<file path="config.mk">
export PLATFORM = sky130hd
export DESIGN_NAME = mastermind_round_tracker
export DESIGN_NICKNAME = d
export VERILOG_FILES = /design/src/rtl/mastermind_round_tracker.sv
export SDC_FILE = /design/constraint.sdc
export NUM_CORES = 1
export LEC_CHECK = 0
export BUFFER_PORTS_ARGS = -buffer_cell sky130_fd_sc_hd__buf_4
export CAP_MARGIN = 20
export CORE_MARGIN = 5
export CORE_UTILIZATION = 62
export CTS_BUF_LIST = sky130_fd_sc_hd__clkbuf_4
export CTS_CLUSTER_DIAMETER = 120
export DETAILED_ROUTE_END_ITERATION = 16
export PLACE_DENSITY = 0.82
export SKIP_LAST_GASP = 1
export SLEW_MARGIN = 40
export SYNTH_ARGS = -nofsm -noshare
export SYNTH_HDL_FRONTEND = slang
export SYNTH_SLANG_ARGS = --single-unit
</file>
<file path="constraint.sdc">
create_clock -name clk -period 2.6 [get_ports clk]
set_input_delay 0.26 -clock clk [delete_from_list [all_inputs] [get_ports clk]]
set_output_delay 0.26 -clock clk [all_outputs]
set_load 0.02 [all_outputs]
</file>
<file path="src/rtl/mastermind_round_tracker.sv">
// Round tracker downstream of the mastermind compare stage: counts rounds, keeps a feedback
// history, detects WIN/LOSE and drives review/display values. Optional: MASTERMIND_BEST_SCORE_EN.
module mastermind_round_tracker #(
  parameter int unsigned MAX_GUESSES = 8,
  parameter int unsigned PEGS        = 4
) (
  input  logic       clk,
  input  logic       resetn,
  input  logic       result_valid,
  input  logic [2:0] red_in,
  input  logic [2:0] white_in,
  input  logic       new_game,
  input  logic       review_step,
  output logic [1:0] game_state,
  output logic       guess_lock,
  output logic [3:0] round_count,
  output logic [3:0] disp_round,
  output logic [2:0] disp_red,
  output logic [2:0] disp_white,
  output logic       fb_err,
  output logic [3:0] best_rounds
);

  localparam int unsigned CNT_W   = 4;
  localparam int unsigned FB_W    = 3;
  localparam int unsigned ENTRY_W = 2 * FB_W;
  localparam int unsigned IDX_W   = (MAX_GUESSES > 1) ? $clog2(MAX_GUESSES) : 1;

  typedef enum logic [1:0] {
    ST_PLAY = 2'd0,
    ST_WIN  = 2'd1,
    ST_LOSE = 2'd2
  } state_t;

  state_t               state_q, state_d;
  logic [CNT_W-1:0]     round_q, round_d;
  logic [CNT_W-1:0]     ptr_q, ptr_d;
  logic [CNT_W-1:0]     disp_round_q, disp_round_d;
  logic [FB_W-1:0]      disp_red_q, disp_red_d;
  logic [FB_W-1:0]      disp_white_q, disp_white_d;
  logic                 fb_err_q, fb_err_d;
  logic                 lock_q, lock_d;
  logic [ENTRY_W-1:0]   hist [MAX_GUESSES];
  logic [MAX_GUESSES-1:0] hist_valid;
  logic                 hist_we;
  logic [IDX_W-1:0]     wr_idx;
  logic [CNT_W-1:0]     rev_ptr;
  logic [IDX_W-1:0]     rev_idx;
  logic [ENTRY_W-1:0]   rev_entry;
  logic [CNT_W-1:0]     fb_sum;
  logic                 fb_illegal;
  logic                 enter_win;

  // Feedback legality: sum is computed in 4 bits so 7+7 cannot wrap.
  assign fb_sum     = CNT_W'(red_in) + CNT_W'(white_in);
  assign fb_illegal = (red_in > FB_W'(PEGS)) || (fb_sum > CNT_W'(PEGS));

  // Next review position wraps from the last recorded round back to the first.
  assign rev_ptr   = (ptr_q == round_q - CNT_W'(1)) ? CNT_W'(0) : ptr_q + CNT_W'(1);
  assign rev_idx   = IDX_W'(rev_ptr);
  assign rev_entry = hist_valid[rev_idx] ? hist[rev_idx] : ENTRY_W'(0);
  assign wr_idx    = IDX_W'(round_q);

  always_comb begin
    state_d      = state_q;
    round_d      = round_q;
    ptr_d        = ptr_q;
    disp_round_d = disp_round_q;
    disp_red_d   = disp_red_q;
    disp_white_d = disp_white_q;
    fb_err_d     = fb_err_q;
    lock_d       = lock_q;
    hist_we      = 1'b0;
    enter_win    = 1'b0;

    if (new_game) begin
      state_d      = ST_PLAY;
      round_d      = '0;
      ptr_d        = '0;
      disp_round_d = '0;
      disp_red_d   = '0;
      disp_white_d = '0;
      fb_err_d     = 1'b0;
      lock_d       = 1'b0;
    end else begin
      case (state_q)
        ST_PLAY: begin
          if (result_valid) begin
            hist_we      = 1'b1;
            round_d      = round_q + CNT_W'(1);
            disp_red_d   = red_in;
            disp_white_d = white_in;
            disp_round_d = round_q + CNT_W'(1);
            if (fb_illegal) fb_err_d = 1'b1;
            // Win takes priority over exhausting the budget on the same guess.
            if (!fb_illegal && (red_in == FB_W'(PEGS))) begin
              state_d   = ST_WIN;
              lock_d    = 1'b1;
              ptr_d     = round_q;
              enter_win = 1'b1;
            end else if (round_q + CNT_W'(1) == CNT_W'(MAX_GUESSES)) begin
              state_d = ST_LOSE;
              lock_d  = 1'b1;
              ptr_d   = round_q;
            end
          end
        end
        ST_WIN, ST_LOSE: begin
          if (review_step) begin
            ptr_d        = rev_ptr;
            disp_round_d = rev_ptr + CNT_W'(1);
            disp_red_d   = rev_entry[ENTRY_W-1:FB_W];
            disp_white_d = rev_entry[FB_W-1:0];
          end
        end
        default: begin
          state_d = ST_PLAY;
        end
      endcase
    end
  end

  always_ff @(posedge clk) begin
    if (!resetn) begin
      state_q      <= ST_PLAY;
      round_q      <= '0;
      ptr_q        <= '0;
      disp_round_q <= '0;
      disp_red_q   <= '0;
      disp_white_q <= '0;
      fb_err_q     <= 1'b0;
      lock_q       <= 1'b0;
      hist_valid   <= '0;
    end else begin
      state_q      <= state_d;
      round_q      <= round_d;
      ptr_q        <= ptr_d;
      disp_round_q <= disp_round_d;
      disp_red_q   <= disp_red_d;
      disp_white_q <= disp_white_d;
      fb_err_q     <= fb_err_d;
      lock_q       <= lock_d;
      if (hist_we) hist_valid[wr_idx] <= 1'b1;
    end
  end

  // History storage is not reset; the valid bits gate what is ever displayed.
  always_ff @(posedge clk) begin
    if (resetn && hist_we) hist[wr_idx] <= {red_in, white_in};
  end

`ifdef MASTERMIND_BEST_SCORE_EN
  logic [CNT_W-1:0] best_q, best_d;

  always_comb begin
    best_d = best_q;
    if (enter_win && ((best_q == CNT_W'(0)) || (round_d < best_q))) best_d = round_d;
  end

  always_ff @(posedge clk) begin
    if (!resetn) best_q <= '0;
    else         best_q <= best_d;
  end

  assign best_rounds = best_q;
`else
  logic unused_enter_win;
  assign unused_enter_win = enter_win;
  assign best_rounds      = '0;
`endif

  assign game_state  = 2'(state_q);
  assign guess_lock  = lock_q;
  assign round_count = round_q;
  assign disp_round  = disp_round_q;
  assign disp_red    = disp_red_q;
  assign disp_white  = disp_white_q;
  assign fb_err      = fb_err_q;

endmodule

</file>
# Word level (Yosys, flattened, before mapping)
# Memories as Yosys holds them, arrays and structs flattened.
# Cells that the tools add are included.
[word_totals]
ram_bits = 48
mem_count = 1
inputBits = 11
ff_bits = 30
word_cells = 78
output_inout_bits = 22
[memory_table]
columns = ["name", "words", "width", "rd", "rd_clocked_by_memory_dff", "wr", "line_no", "rtl"]
rows = [
  ["hist", 8, 6, 1, 0, 1, "43", "logic [ENTRY_W-1:0] hist [MAX_GUESSES];"],
]
[op_classes]
muxes = 31
n_reduce_logical = 16
add_sub_neg = 5
order_cmp = 5
n_eq_ne = 8
n_bitwise = 3
[op_table]
columns = ["cell", "count"]
rows = [
  ["two-way mux 4 bit", 7],
  ["one-hot mux 4 bit (2 select lines)", 2],
  ["adder 4 x 1 -> 4 bit (second input constant)", 3],
  ["two-way mux 3 bit", 4],
  ["one-hot mux 3 bit (2 select lines)", 2],
  ["AND reduction 3 bit", 4],
  ["two-way mux 1 bit", 9],
  ["less-than comparator 3 x 4 -> 1 bit (second input constant)", 2],
  ["OR 8 bit", 1],
  ["two-way mux 2 bit", 3],
  ["two-way mux 6 bit", 1],
  ["adder 3 x 3 -> 4 bit", 1],
  ["== test 4 bit", 1],
  ["== test 4 bit (second input constant)", 1],
  ["> comparator 4 x 3 -> 1 bit (second input constant)", 1],
  ["inequality test 2 bit (second input constant)", 2],
  ["one-hot mux 2 bit (2 select lines)", 1],
  ["AND reduction 4 bit", 1],
  ["nonzero test 2 bit", 2],
  ["OR reduction 2 bit", 2],
  ["subtractor 4 x 1 -> 4 bit (second input constant)", 1],
  ["binary-select mux 1 bit (select 3 bit)", 1],
  ["demux 1 bit (select 3 bit)", 1],
  ["== test 3 bit (second input constant)", 1],
  ["11 further kinds", 14],
]

# Depth between registers and ports, before layout
[depth]
word_depth = 8
ltp_mapped = 11

# Least setup slack after synthesis
# Ideal clock, no wire load.
[synth_timing]
kind = "register to register"
startpoint = "reg round_q[0], in the netlist round_count[0]"
endpoint = "reg disp_round_q[2], in the netlist disp_round[2]"
path_slack_ns = 0.104
synth_period_minus_slack_ns = 2.496
t_required_ns = 2.484
path_stages_with_launch = 12
arrival_ns = 2.381
cell_sequence = "dfxtp_1 buf_2 inv_1 ha_1 xor2_1 and3_1 buf_6 a21oi_4 ha_1 xnor2_1 a21oi_1 a31o_1"
[synth_via]
elab_chain_cells = 6
[synth_rtl]
columns = ["item", "line_no", "rtl"]
rows = [
  ["start: declaration", "36", "logic [CNT_W-1:0] round_q, round_d;"],
  ["start signal: assignment", "136", "round_q <= round_d;"],
  ["subtractor 4 x 1 -> 4 bit", "59", "assign rev_ptr = (ptr_q == round_q - CNT_W'(1)) ? CNT_W'(0) : ptr_q + CNT_W'(1);"],
  ["== test 4 bit", "59", ""],
  ["two-way mux 4 bit", "59", ""],
  ["adder 4 x 1 -> 4 bit", "111", "disp_round_d = rev_ptr + CNT_W'(1);"],
  ["two-way mux 4 bit", "109", "if (review_step) begin"],
  ["one-hot mux 4 bit (2 select lines) *", "86", "case (state_q)"],
  ["end signal: assignment", "138", "disp_round_q <= disp_round_d;"],
  ["end: declaration", "38", "logic [CNT_W-1:0] disp_round_q, disp_round_d;"],
]
# Mark *: on every way between the ends. The rest lies on a longest branch, timed or not. The select of a mux whose other input is x is not followed.
# A chain may end at the register's enable or synchronous reset.

# Worst setup path in the final report
[layout_timing]
startpoint = "reg round_q[1], in the netlist round_count[1]"
endpoint = "reg disp_white_q[1], in the netlist disp_white[1]"
[layout_via]
elab_chain_cells = 8
[layout_rtl]
columns = ["item", "line_no", "rtl"]
rows = [
  ["subtractor 4 x 1 -> 4 bit *", "59", ""],
  ["== test 4 bit *", "59", ""],
  ["two-way mux 4 bit *", "59", ""],
  ["binary-select mux 1 bit (select 3 bit)", "61", "assign rev_entry = hist_valid[rev_idx] ? hist[rev_idx] : ENTRY_W'(0);"],
  ["two-way mux 1 bit (implied by the code)", "61", ""],
  ["two-way mux 6 bit *", "61", ""],
  ["two-way mux 3 bit *", "109", ""],
  ["one-hot mux 3 bit (2 select lines) *", "86", ""],
  ["end signal: assignment", "140", "disp_white_q <= disp_white_d;"],
  ["end: declaration", "40", "logic [FB_W-1:0] disp_white_q, disp_white_d;"],
]
# Marked as above.

==> flow_metrics.tcl <==
set metrics [dict create \
    status "complete, no violations" \
    synth_top_area_share_pct 36.5 \
    synthToLayoutAreaGrowth_pct 14.0 \
    cts.clk_slew.worst_paths_ns 0.14 \
    nFillCells 457 \
    finalSetupTns_ns 0 \
    synth.area.top_cells "edfxtp_1 37%, dfxtp_1 15%, mux2i_1 3.0%, ha_1 2.5%, mux4_2 2.3%" \
    p_leak_uw 0.00169 \
    slowest_stage "and3_1" \
    final_common_cell "buf_4" \
    drt-initial-drc-count 226 \
    gp_congestion 0.844 \
    r2r_start "round_count[1]" \
    pre_cts_slack_ns -0.00959 \
    start_kind "flip-flop" \
    r2r-end "disp_white[1]" \
    vias 3008 \
    start_util_pct 62.8 \
    min_period_ns 2.46 \
    die_area_um2 8060 \
    grt_pass1_vias 3061 \
    min_to "hist[1][2]" \
    clk_latency_ns 0.42 \
    hpwl_um 6770 \
    seq_area_frac_synth_pct 51.8 \
    r2r_cells 8 \
    antenna_found_initial 0 \
    drc 0 \
    ir_worst_vdd_uv 576 \
    antenna_left 0 \
    worstPathArrival_ns 2.82 \
    cts_root_buf "clkbuf_4" \
    rsz0062_at_grt "false" \
    post_drt_wl_per_cell_um 19.6 \
    synth-edff-count 48 \
    dieWidth_um 89.8 \
    power.total_uw 2250 \
    syn_area_per_cell_um2 11.3 \
    r2r_setup_slack_ns 0.14 \
    cts_tree "yes" \
    p_per_area_nw_per_um2 500 \
    setup_violations 0 \
    num_antenna_cells 0 \
    clock_skew_ns 0.0255 \
    final_cell_mix "56 x buf_4, 48 x edfxtp_1, 30 x dfxtp_1" \
    maxSlewHeadroom_pct 65.4 \
    finalNonFillerCells 478 \
    wirelength_um 9360 \
    yosysUniqueCellTypes 59 \
    critical_path.endpoint_type "flip-flop" \
    ios 33 \
    core_area_um2 6280 \
    synth_warnings 0 \
    grt_max_degree 31 \
    htree_levels 3 \
    cts_buffers 9 \
    clockBufferDepth 2 \
    final_nets 416 \
    finalWorstSetupSlack_ns 0.144 \
    async_flop_share_pct 0 \
    tightest_slew_ns 0.519 \
    synth_flop_cell "edfxtp_1" \
    hold_path_class "in2reg" \
    clock.fmax_mhz 407 \
    cpPeakStageDelay_ns 0.42 \
    track_usage_pct 24.1 \
    post_cts_buffers 0 \
    place_inst 462 \
    die_y_um 89.8 \
    grt_overflow 0 \
    worstPathRequired_ns 2.96 \
    row_count 29 \
    synth_cells 350 \
    hold_violations 0 \
    hold_depth 1 \
    cts_sinks 78 \
    path_cells "inv_1 > ha_1 > xor2_1 > and3_1 > a21oi_4 > a211oi_4 > o221ai_1 > a21oi_1" \
    synth_area_um2 3950 \
    hp-start "white_in[2]" \
    path_max_fanout 6 \
    cts_resized 0 \
    drive_gt1_share_pct 22.9 \
    synth_seq_cells 78 \
    maxSlewViolCount 0 \
    port_buffers 28 \
    hold_buffers 0 \
    synth_top_area_cell "edfxtp_1" \
    maxCapViolations 0 \
    post-route-period-util_pct 94.5 \
    grt_first_pass_wirelength_um 15300 \
    firstDrtPassIters 5 \
    critical_path_class "reg2reg" \
    viasPerCell 6.29 \
]
## routing by layer
| metal | part of all wire (%) | wire (um) | GRT usage (%) | up-vias |
|---|---|---|---|---|
| met5 | 0 | 0 | 0 | - |
| met4 | 2.9 | 269 | 12.5 | 0 |
| met3 | 6.5 | 605 | 5.26 | 28 |
| met2 | 52 | 4850 | 40.1 | 125 |
| met1 | 39 | 3630 | 29.2 | 1456 |
| li1 | - | - | - | 1399 |
## where the power goes
part / leakage [uW] / internal [uW] / switching (uW)
registers: 0.000676 / 1320 / 8.79
clock network: 0.0000765 / 295 / 427
logic: 0.000941 / 74.2 / 117
## state kept, by name, indices dropped and copies added, names as in the netlist
register / count
disp_white: 3
disp_round: 4
game_state: 2
disp_red: 3
round_count: 4
fb_err: 1
hist: 48
ptr_q: 4
hist_valid: 8
guess_lock: 1
## worst max path at each step
stage                         from       endpoint  slack [ns]  cells past startpoint
finish              round_count[1]  disp_white[1]        0.14                      8
global route        round_count[1]  disp_white[1]        0.02                      8
CTS                 round_count[1]  disp_white[1]        0.18                      8
detailed placement       red_in[0]       ptr_q[3]       -0.01                      9
global placement         red_in[0]       ptr_q[3]        0.13                      9
floorplan           round_count[0]  disp_round[2]        0.10                     11
## worst max-delay path: cells and delay by family (launching register included)
kind / cells / cell delay [ns]
AOI/OAI and AO/OA: 4 / 0.93
xor gates and xnor gates: 1 / 0.27
adders and majority gates: 1 / 0.33
buffers and inverters: 1 / 0.09
DFF: 1 / 0.35
and+or+nand+nor: 1 / 0.42
## metrics by stage
stage	hold WS [ns]	utilization [%]	cell area [um2]
final	0.0863	71.6	4500
after global routing	0.0671	71.6	4500
after CTS	0.0735	71.6	4500
after detailed placement	0.438	69.4	4360
after global placement	0.429	69.4	4360
after floorplan	0.359	-	3960
## logic make-up after synthesis
logic type                 after synthesis  synth area share (%)
AOI/OAI and AO/OA                      100                  18.9
and+or+nand+nor                         90                  11.2
DFF                                     78                  51.8
buffers and inverters                   39                  4.76
xor gates and xnor gates                17                  4.98
muxes                                   16                  5.33
adders and majority gates                9                  3.04
other                                    1                0.0951
## area by class of cell
cell class / instances / area, um2 / share of cell area [%]
Sequential cell: 78 / 2040 / 45.4
Inverter: 14 / 52.6 / 1.17
Multi-Input combinational cell: 236 / 1730 / 38.4
Timing Repair Buffer: 57 / 440 / 9.80
Tap cell: 77 / 96.3 / 2.14
Clock inverter: 7 / 70.1 / 1.56
Clock buffer: 9 / 67.6 / 1.50
## synthesized netlist by cell type (all sizes together), types with 3 or more instances
cell,n
edfxtp,48
dfxtp,30
nor2,23
a21oi,21
nand2,19
nand3,16
buf,15
inv,14
mux2i,12
nor3,11
a21o,10
clkbuf,10
nand2b,10
o21ai,10
a211oi,9
a31oi,9
ha,8
o221ai,8
xnor2,8
xor2,8
o22ai,6
o22a,5
a2bb2oi,4
mux4,4
o211ai,4
or3,3
Power figures use the tool's default switching activity.
